$ cat src/rtl/pipeline_mem_stage7.sv
// Memory-access stage: aligned loads/stores over a req/ready port with lane
// steering, sign/zero extension and a stall while a transaction is in flight.
module pipeline_mem_stage7 (
  input  logic        clk,
  input  logic        reset,
  input  logic        stall,
  input  logic [63:0] pc_EXA,
  input  logic [63:0] alu_result_EXA,
  input  logic [63:0] reg_data2_EXA,
  input  logic [4:0]  rd_EXA,
  input  logic        rf_wr_en_EXA,
  input  logic [1:0]  rf_wr_sel_EXA,
  input  logic [2:0]  dm_rd_ctrl_EXA,
  input  logic [2:0]  dm_wr_ctrl_EXA,
  output logic        dm_req,
  output logic        dm_we,
  output logic [63:0] dm_addr,
  output logic [63:0] dm_wdata,
  output logic [7:0]  dm_wstrb,
  input  logic        dm_ready,
  input  logic [63:0] dm_rdata,
  output logic        mem_stall,
  output logic [63:0] pc_MEM,
  output logic [63:0] alu_result_MEM,
  output logic [63:0] load_data_MEM,
  output logic [4:0]  rd_MEM,
  output logic        rf_wr_en_MEM,
  output logic [1:0]  rf_wr_sel_MEM,
  output logic        misalign_MEM,
  output logic [1:0]  fsm_state_o
);

  // Handshake: dm_req stays high with stable fields until the cycle dm_ready
  // is sampled high; that same cycle carries dm_rdata for loads.
  typedef enum logic [1:0] {S_IDLE = 2'd0, S_REQ = 2'd1, S_DONE = 2'd2} state_e;

  state_e state_q, state_d;

  logic        is_load, is_store, is_op, misaligned, aligned_op;
  logic [1:0]  size_log2;
  logic [2:0]  off, align_mask;
  logic [7:0]  size_mask;

  logic        launch, out_en, out_bubble, out_misalign, out_use_cap;

  logic [63:0] addr_q, wdata_q, cap_q;
  logic [7:0]  wstrb_q;
  logic        we_q;
  logic [2:0]  ld_type_q, off_q;

  logic [63:0] pc_q, alu_q, ld_q;
  logic [4:0]  rd_q;
  logic        wr_en_q, misalign_q;
  logic [1:0]  wr_sel_q;

  logic [63:0] rd_shift, ld_ext;

  // Decode the incoming instruction; a load wins over a store field.
  always_comb begin
    is_load   = (dm_rd_ctrl_EXA != 3'd0);
    is_store  = !is_load && (dm_wr_ctrl_EXA >= 3'd1) && (dm_wr_ctrl_EXA <= 3'd4);
    is_op     = is_load || is_store;
    off       = alu_result_EXA[2:0];
    size_log2 = 2'd0;
    if (is_load) begin
      case (dm_rd_ctrl_EXA)
        3'd1, 3'd2: size_log2 = 2'd0;
        3'd3, 3'd4: size_log2 = 2'd1;
        3'd5, 3'd6: size_log2 = 2'd2;
        default:    size_log2 = 2'd3;
      endcase
    end else if (is_store) begin
      size_log2 = 2'(dm_wr_ctrl_EXA - 3'd1);
    end
    case (size_log2)
      2'd0:    begin align_mask = 3'b000; size_mask = 8'h01; end
      2'd1:    begin align_mask = 3'b001; size_mask = 8'h03; end
      2'd2:    begin align_mask = 3'b011; size_mask = 8'h0F; end
      default: begin align_mask = 3'b111; size_mask = 8'hFF; end
    endcase
    misaligned = is_op && ((off & align_mask) != 3'd0);
    aligned_op = is_op && !misaligned;
  end

  always_comb begin
    state_d      = state_q;
    launch       = 1'b0;
    out_en       = 1'b0;
    out_bubble   = 1'b0;
    out_misalign = 1'b0;
    out_use_cap  = 1'b0;
    case (state_q)
      S_IDLE: begin
        out_en = !stall;
        if (aligned_op) begin
          launch     = 1'b1;
          out_bubble = 1'b1;
          state_d    = S_REQ;
        end else begin
          out_misalign = misaligned;
        end
      end
      S_REQ: begin
        if (dm_ready) state_d = S_DONE;
      end
      S_DONE: begin
        if (!stall) begin
          out_en      = 1'b1;
          out_use_cap = 1'b1;
          state_d     = S_IDLE;
        end
      end
      default: state_d = S_IDLE;
    endcase
  end

  always_ff @(posedge clk or negedge reset) begin
    if (!reset) state_q <= S_IDLE;
    else        state_q <= state_d;
  end

  // Request fields are only written on launch, so they hold through REQ.
  always_ff @(posedge clk or negedge reset) begin
    if (!reset) begin
      addr_q    <= 64'd0;
      wdata_q   <= 64'd0;
      wstrb_q   <= 8'd0;
      we_q      <= 1'b0;
      ld_type_q <= 3'd0;
      off_q     <= 3'd0;
    end else if (launch) begin
      addr_q    <= {alu_result_EXA[63:3], 3'b000};
      wdata_q   <= is_store ? (reg_data2_EXA << {off, 3'b000}) : 64'd0;
      wstrb_q   <= is_store ? (size_mask << off) : 8'd0;
      we_q      <= is_store;
      ld_type_q <= is_load ? dm_rd_ctrl_EXA : 3'd0;
      off_q     <= off;
    end
  end

  always_comb begin
    rd_shift = dm_rdata >> {off_q, 3'b000};
    case (ld_type_q)
      3'd1:    ld_ext = {{56{rd_shift[7]}}, rd_shift[7:0]};
      3'd2:    ld_ext = {56'd0, rd_shift[7:0]};
      3'd3:    ld_ext = {{48{rd_shift[15]}}, rd_shift[15:0]};
      3'd4:    ld_ext = {48'd0, rd_shift[15:0]};
      3'd5:    ld_ext = {{32{rd_shift[31]}}, rd_shift[31:0]};
      3'd6:    ld_ext = {32'd0, rd_shift[31:0]};
      3'd7:    ld_ext = rd_shift;
      default: ld_ext = 64'd0;
    endcase
  end

  always_ff @(posedge clk or negedge reset) begin
    if (!reset)                          cap_q <= 64'd0;
    else if (state_q == S_REQ && dm_ready) cap_q <= ld_ext;
  end

  always_ff @(posedge clk or negedge reset) begin
    if (!reset) begin
      pc_q       <= 64'd0;
      alu_q      <= 64'd0;
      ld_q       <= 64'd0;
      rd_q       <= 5'd0;
      wr_en_q    <= 1'b0;
      wr_sel_q   <= 2'd0;
      misalign_q <= 1'b0;
    end else if (out_en) begin
      pc_q       <= pc_EXA;
      alu_q      <= alu_result_EXA;
      ld_q       <= out_use_cap ? cap_q : 64'd0;
      rd_q       <= out_bubble ? 5'd0 : rd_EXA;
      wr_en_q    <= (out_bubble || out_misalign) ? 1'b0 : rf_wr_en_EXA;
      wr_sel_q   <= rf_wr_sel_EXA;
      misalign_q <= out_misalign;
    end
  end

  assign dm_req    = (state_q == S_REQ);
  assign dm_we     = dm_req & we_q;
  assign dm_addr   = dm_req ? addr_q  : 64'd0;
  assign dm_wdata  = dm_req ? wdata_q : 64'd0;
  assign dm_wstrb  = dm_req ? wstrb_q : 8'd0;
  assign mem_stall = ((state_q == S_IDLE) && aligned_op) || (state_q == S_REQ);

  assign pc_MEM         = pc_q;
  assign alu_result_MEM = alu_q;
  assign load_data_MEM  = ld_q;
  assign rd_MEM         = rd_q;
  assign rf_wr_en_MEM   = wr_en_q;
  assign rf_wr_sel_MEM  = wr_sel_q;
  assign misalign_MEM   = misalign_q;
  assign fsm_state_o    = state_q;

endmodule

$ cat config.mk
export PLATFORM = sky130hd
export DESIGN_NAME = pipeline_mem_stage7
export DESIGN_NICKNAME = d
export VERILOG_FILES = /design/src/rtl/pipeline_mem_stage7.sv
export SDC_FILE = /design/constraint.sdc
export NUM_CORES = 1
export LEC_CHECK = 0
export ABC_AREA = 1
export BUFFER_PORTS_ARGS = -buffer_cell sky130_fd_sc_hd__buf_2
export CAP_MARGIN = 0
export CELL_PAD_IN_SITES_DETAIL_PLACEMENT = 0
export CELL_PAD_IN_SITES_GLOBAL_PLACEMENT = 1
export CORE_MARGIN = 5
export CORE_UTILIZATION = 38
export CTS_BUF_LIST = sky130_fd_sc_hd__clkbuf_4 sky130_fd_sc_hd__clkbuf_8
export CTS_CLUSTER_DIAMETER = 50
export DETAILED_ROUTE_END_ITERATION = 10
export HOLD_SLACK_MARGIN = 0.08
export PLACE_DENSITY = 0.93
export SLEW_MARGIN = 0
export SYNTH_ARGS = -nofsm -noshare
export SYNTH_HDL_FRONTEND = slang
export SYNTH_SLANG_ARGS = --single-unit
$ cat constraint.sdc
create_clock -name clk -period 2.07 [get_ports clk]
set_input_delay 0.207 -clock clk [delete_from_list [all_inputs] [get_ports clk]]
set_output_delay 0.207 -clock clk [all_outputs]
set_load 0.01 [all_outputs]
# == After elaboration in Yosys (flattened, before gate mapping) ==
# Index checks and enable logic that the tools add are counted.
# word_totals
reg_bits,407
input_bits,274
out_inout_bits,342
# op_classes
n_addsub,1
n_lt_le_gt_ge,2
n_eq_ne,20
n_shift,3
muxes,26
bitwise,2
reduce_logical,20
# ops
cell,count
$pmux W64 S7,1
$mux W64,4
$shl A64 B6 Y64,1
$shr A64 B6 Y64,1
$pmux W8 S3,1
$eq A3 B3 Y1 const B,7
$mux W8,2
$eq A3 B2 Y1 const B,4
$pmux W2 S3,2
$mux W2,5
$pmux W3 S3,1
$shl A8 B3 Y8,1
$mux W1,7
$eq A3 B1 Y1 const B,2
$logic_and A1 B1 Y1,6
$reduce_bool A3 Y1,2
$reduce_or A2 Y1,3
$mux W5,1
$eq A2 B1 Y1 const B,2
$eq A2 B2 Y1 const B,2
$logic_not A2 Y1,2
$ne A2 B2 Y1 const B,2
$and A3 B3 Y3,1
$ge A3 B1 Y1 const B,1
9 further kinds,13

# == Logic depth before layout (Yosys ltp) ==
# depth
ltp_word,17
depth_mapped,14
mapped_depth_nobuf,13

# == Least setup slack after synthesis ==
# No wires, ideal clock.
# synth_timing
path_type,input to output
start,input port dm_wr_ctrl_EXA[1]
end,output port mem_stall
arrival_time_ns,1.485
setup_slack_ns,0.378
path_stages,13
path_cell_list,inv_1 ha_1 nor2_1 nand2_1 nand3_1 nand2_2 inv_2 nand2_1 nand2_2 nand3_4 buf_8 buf_6 nand2_1
# synth_between
elab_chain_cells,14
word_cells_on_any_way,19
# synth_rtl
item,line_no,rtl
from (decl),14,"input logic [2:0] dm_wr_ctrl_EXA,"
$ge A3 B1 Y1,61,is_store = !is_load && (dm_wr_ctrl_EXA >= 3'd1) && (dm_wr_ctrl_EXA <= 3'd4);
$logic_and A1 B1 Y1 (2 in a row),61,
$mux W2,72,end else if (is_store) begin
$mux W2,65,if (is_load) begin
"$eq A2 B2 Y1, or another cell as far along",75,case (size_log2)
$pmux W3 S3,75,
$and A3 B3 Y3,81,misaligned = is_op && ((off & align_mask) != 3'd0);
$reduce_bool A3 Y1,81,
$logic_and A1 B1 Y1,81,
$logic_not A1 Y1,82,aligned_op = is_op && !misaligned;
$logic_and A1 B1 Y1 *,82,
$logic_and A1 B1 Y1 *,185,assign mem_stall = ((state_q == S_IDLE) && aligned_op) || (state_q == S_REQ);
$logic_or A1 B1 Y1 *,185,
to (decl),22,"output logic mem_stall,"
# Mark *: on every way between the ends. The rest lies on a longest branch, timed or not.

# == Worst setup path in the final report ==
# layout_timing
start,register state_q[0] (netlist: fsm_state_o[0])
end,output port dm_wdata[46]
# layout_between
elab_chain_cells,2
# layout_rtl
item,line_no,rtl
from (decl),37,"state_e state_q, state_d;"
from (signal assigned),119,else state_q <= state_d;
$eq A2 B1 Y1,180,assign dm_req = (state_q == S_REQ);
$mux W64,183,assign dm_wdata = dm_req ? wdata_q : 64'd0;
to (decl),18,"output logic [63:0] dm_wdata,"
# No other way between the ends.

==> flow_summary.ini <==
[global_route]
grt_pass1_wl_um = 119000
antenna_found_initial = 2
grt_use_total_pct = 26.3
grt_pass1_vias = 20990
grt-ovfl-total = 0
grt_max_degree = 76

[floorplanning]
rows = 84
coreArea_mm2 = 0.0526
ios = 616
start_util_pct = 38.4
die-area_mm2 = 0.0578
die_y_um = 240
die_x_um = 240

[final_layout]
regArea_mm2 = 0.0102
stdcell_area_mm2 = 0.0287
drive_gt1_share_pct = 29.8
nFillCells = 4764
syn_to_final_growth_pct = 42.3
nNetsFinal = 3704
multi_input_area_mm2 = 0.00814

[sta]
relSlewSlack_pct = 50.5
setup_violations = 185
hold_violations = 0
worstMarginPinSlew_ns = 0.740
hold-worst-slack_ns = 0.126
postLayoutSetupSlackWorst_ns = -0.0977
period_share_pct = 105
min_period_ns = 2.17
max_freq_ghz = 0.461
grt_setup_unrepaired = true
slew_violations = 0
finalClockSkew_ns = 0.0448

[synthesis]
synth.distinct_cells = 35
synth_warnings = 0
synth.cell_area_mm2 = 0.0202
synth.ff_latch_count = 407
yosysTopAreaCellShare_pct = 50.5
ys_seq_area_share_pct = 50.5
avgSynthCellArea_um2 = 7.84
synth_top_cell_by_area = dfrtp_1
synthesis.instances = 2573
synth_area_leaders = dfrtp_1, nand2_1, o21ai_0, inv_1, nor2_1

[clock_network]
cts-root-buf = clkbuf_8
cts_buffers = 72
cts_sinks = 407
clk-insertion-delay-late_ns = 0.66
htreeDepth = 3
clk_pin_slew_ns = 0.06
clock_tree.buffer_depth = 3
tritoncts = yes

[power_and_ir_drop]
internal_power_w = 0.0215
clock_power_share_pct = 21.5
ir_drop_mv = 0.785
power_frac_comb_pct = 44.9
switching_power_w = 0.0149
cellLeakagePower_nw = 14.7
seq_power_share_pct = 33.6
p_sw_share_pct = 40.8
powerDensity_mw_per_mm2 = 1270

[route]
drtPass1Iterations = 6
route.detailed.drc = 0
antenna_left = 0
wl_per_cell_um = 19.0
vias = 20992
drt-vias-per-instance = 5.04
finalWirelength_um = 79000
drt_iter0_drc = 1587

[placed_design]
place_congestion = 0.954
dpl_cell_area_mm2 = 0.0245
dpl.hpwl_um = 55100
port_buffers = 612

[worst_setup_path]
cp-end-kind = output port
cp_max_fo = 17
r2r_setup_slack_ns = -0.05
crit_arrival_ns = 1.96
crit_type = reg -> out
required_ns = 1.86
r2r_cells = 13
cp-start-kind = register

[outcome]
violations = setup timing
status = complete, but fails checks

[worst_hold_path]
hold_depth = 5
min_path_type = in -> reg

[job]
drv_cap = 0
==> placed cells by master, fill, tap and decap left out, types with 3 or more instances in the layout <==
cell type      netlist  layout
o211ai_1             9       9
a2bb2oi_1            3       3
buf_12               0      25
dlygate4sd3_1        0     199
clkbuf_8             0      84
o31ai_1             14      14
buf_16               0       6
nand3_1             54      53
o21ai_1            119     123
or2_2               12      12
buf_6               15      21
dfrtp_2              0       3
conb_1               1       3
o21ai_0            370     362
nor3_1               3       3
o22ai_1              4       4
nor2_2               1      36
nor2_4               0      16
a22oi_1              4       4
inv_1              315     313
nand2_2              5       6
buf_2               37     589
clkinv_2             0       4
inv_2                8       8
buf_4                8     115
dfrtp_1            407     404
nand4_1             11      11
o21ai_2              0       3
a32oi_1              4       4
nand2_1            575     574
diode_2              0       3
clkinv_8             0       3
clkbuf_4             0      21
mux2i_1              9       9
nor2_1             271     220
a21oi_1            118     118
mux2_2              66      66
==> worst max-delay path, stage by stage (launching register included) <==
cell and delay [ns]:
dfrtp_2 0.42, inv_2 0.11, nor2_4 0.05, buf_6 0.14
inv_16 0.13, buf_6 0.22, nor2_1 0.08, buf_2 0.14
==> flip-flops by register name (all words and copies together), names as in the netlist, 2 cells and up <==
name,flops
addr_q,61
alu_result_MEM,64
cap_q,64
fsm_state_o,2
ld_type_q,3
load_data_MEM,64
off_q,3
pc_MEM,64
rd_MEM,5
rf_wr_sel_MEM,2
wdata_q,64
wstrb_q,8
==> per-layer routing <==
| layer | up-vias | track usage [%] | wire length [um] |
|---|---|---|---|
| met3 | 231 | 6.89 | 6850 |
| met2 | 987 | 43.4 | 37900 |
| met1 | 9864 | 32.5 | 30200 |
| li1 | 9910 | - | - |
| met5 | - | 0 | 0 |
| met4 | 0 | 12.0 | 4100 |
==> area by class of cell <==
type | count | share of cell area, %
diodes | 3 | 0.0261
clock inverters | 13 | 0.619
flip-flops and latches | 407 | 35.5
inverters | 323 | 4.28
clock buffers | 105 | 4.58
well taps | 688 | 3.00
multi-input cells | 1664 | 28.3
repair buffers | 960 | 23.7
==> metrics by stage <==
stage	total power (W)	util (%)	std cells	TNS [ns]	setup WS, ns
floorplan	0.0203	-	2575	0	0.378
global placement	0.0265	46.7	3819	-0.0682	-0.0682
detailed placement	0.0268	46.7	3819	-0.161	-0.131
CTS	0.0360	54.4	4153	-10.56	-0.113
global route	0.0387	54.6	4162	-25.26	-0.189
finish	0.0364	54.6	4163	-8.10	-0.0977
==> synth_stat cells, drive strengths merged <==
master / count
or2: 12
ha: 2
mux2: 66
o22ai: 4
buf: 73
a211oi: 2
conb: 1
a2bb2oi: 3
clkbuf: 108
nand2: 580
nor3: 3
o31ai: 14
o21ai: 489
inv: 323
dfrtp: 407
a21oi: 118
a21boi: 1
nand3: 55
o211ai: 9
mux2i: 9
o311ai: 2
a31oi: 1
a22oi: 4
nor2: 272
a32oi: 4
nand4: 11
==> path summary, 6_finish.rpt <==
path / from / endpoint
worst max-delay path: fsm_state_o[0]$_DFFE_PN0P_ / dm_wdata[46]
min in group asynchronous: reset / off_q[2]$_DFFE_PN0P_
worst min register to register: cap_q[57]$_DFFE_PN0P_ / cap_q[57]$_DFFE_PN0P_
max in group asynchronous: reset / alu_result_MEM[35]$_DFFE_PN0P_
worst max register to register: fsm_state_o[0]$_DFFE_PN0P_ / wdata_q[55]$_DFFE_PN0P_
worst min-delay path: dm_rdata[1] / cap_q[1]$_DFFE_PN0P_
==> cells by family (layout without fill, tap and decap cells) <==
kind of cell,count (synthesis),count (layout),synth area share (%)
buffers and inverters,504,1401,10.4
adder cells (fa/ha/maj),2,2,0.124
other,1,6,0.0186
flip-flops,407,407,50.5
multiplexers,75,75,4.13
AND/OR/NAND/NOR,933,933,18.1
AO/OA/AOI/OAI,651,651,16.7
==> power by group through the flow <==
stage          combinational, W  clock (W)  sequential, W
3_3_place_gp             0.0143          0         0.0121
2_1_floorplan           0.00761          0         0.0127
4_1_cts                  0.0159    0.00794         0.0121
3_5_place_dp             0.0145          0         0.0122
6_report                 0.0163    0.00783         0.0122
5_1_grt                  0.0178    0.00836         0.0126
==> what timing repair did <==
| item | 4_1_cts | 5_1_grt |
|---|---|---|
| buffers inserted | 12 | 7 |
| pin swaps | 4 | 2 |
| hold buffers | 200 | 0 |
| hold endpoints to repair | 656 | 0 |
| cloned | 4 | 0 |
| resized for setup | 93 | 31 |
| setup endpoints to repair | 137 | 231 |
Power figures use the tool's default switching activity.
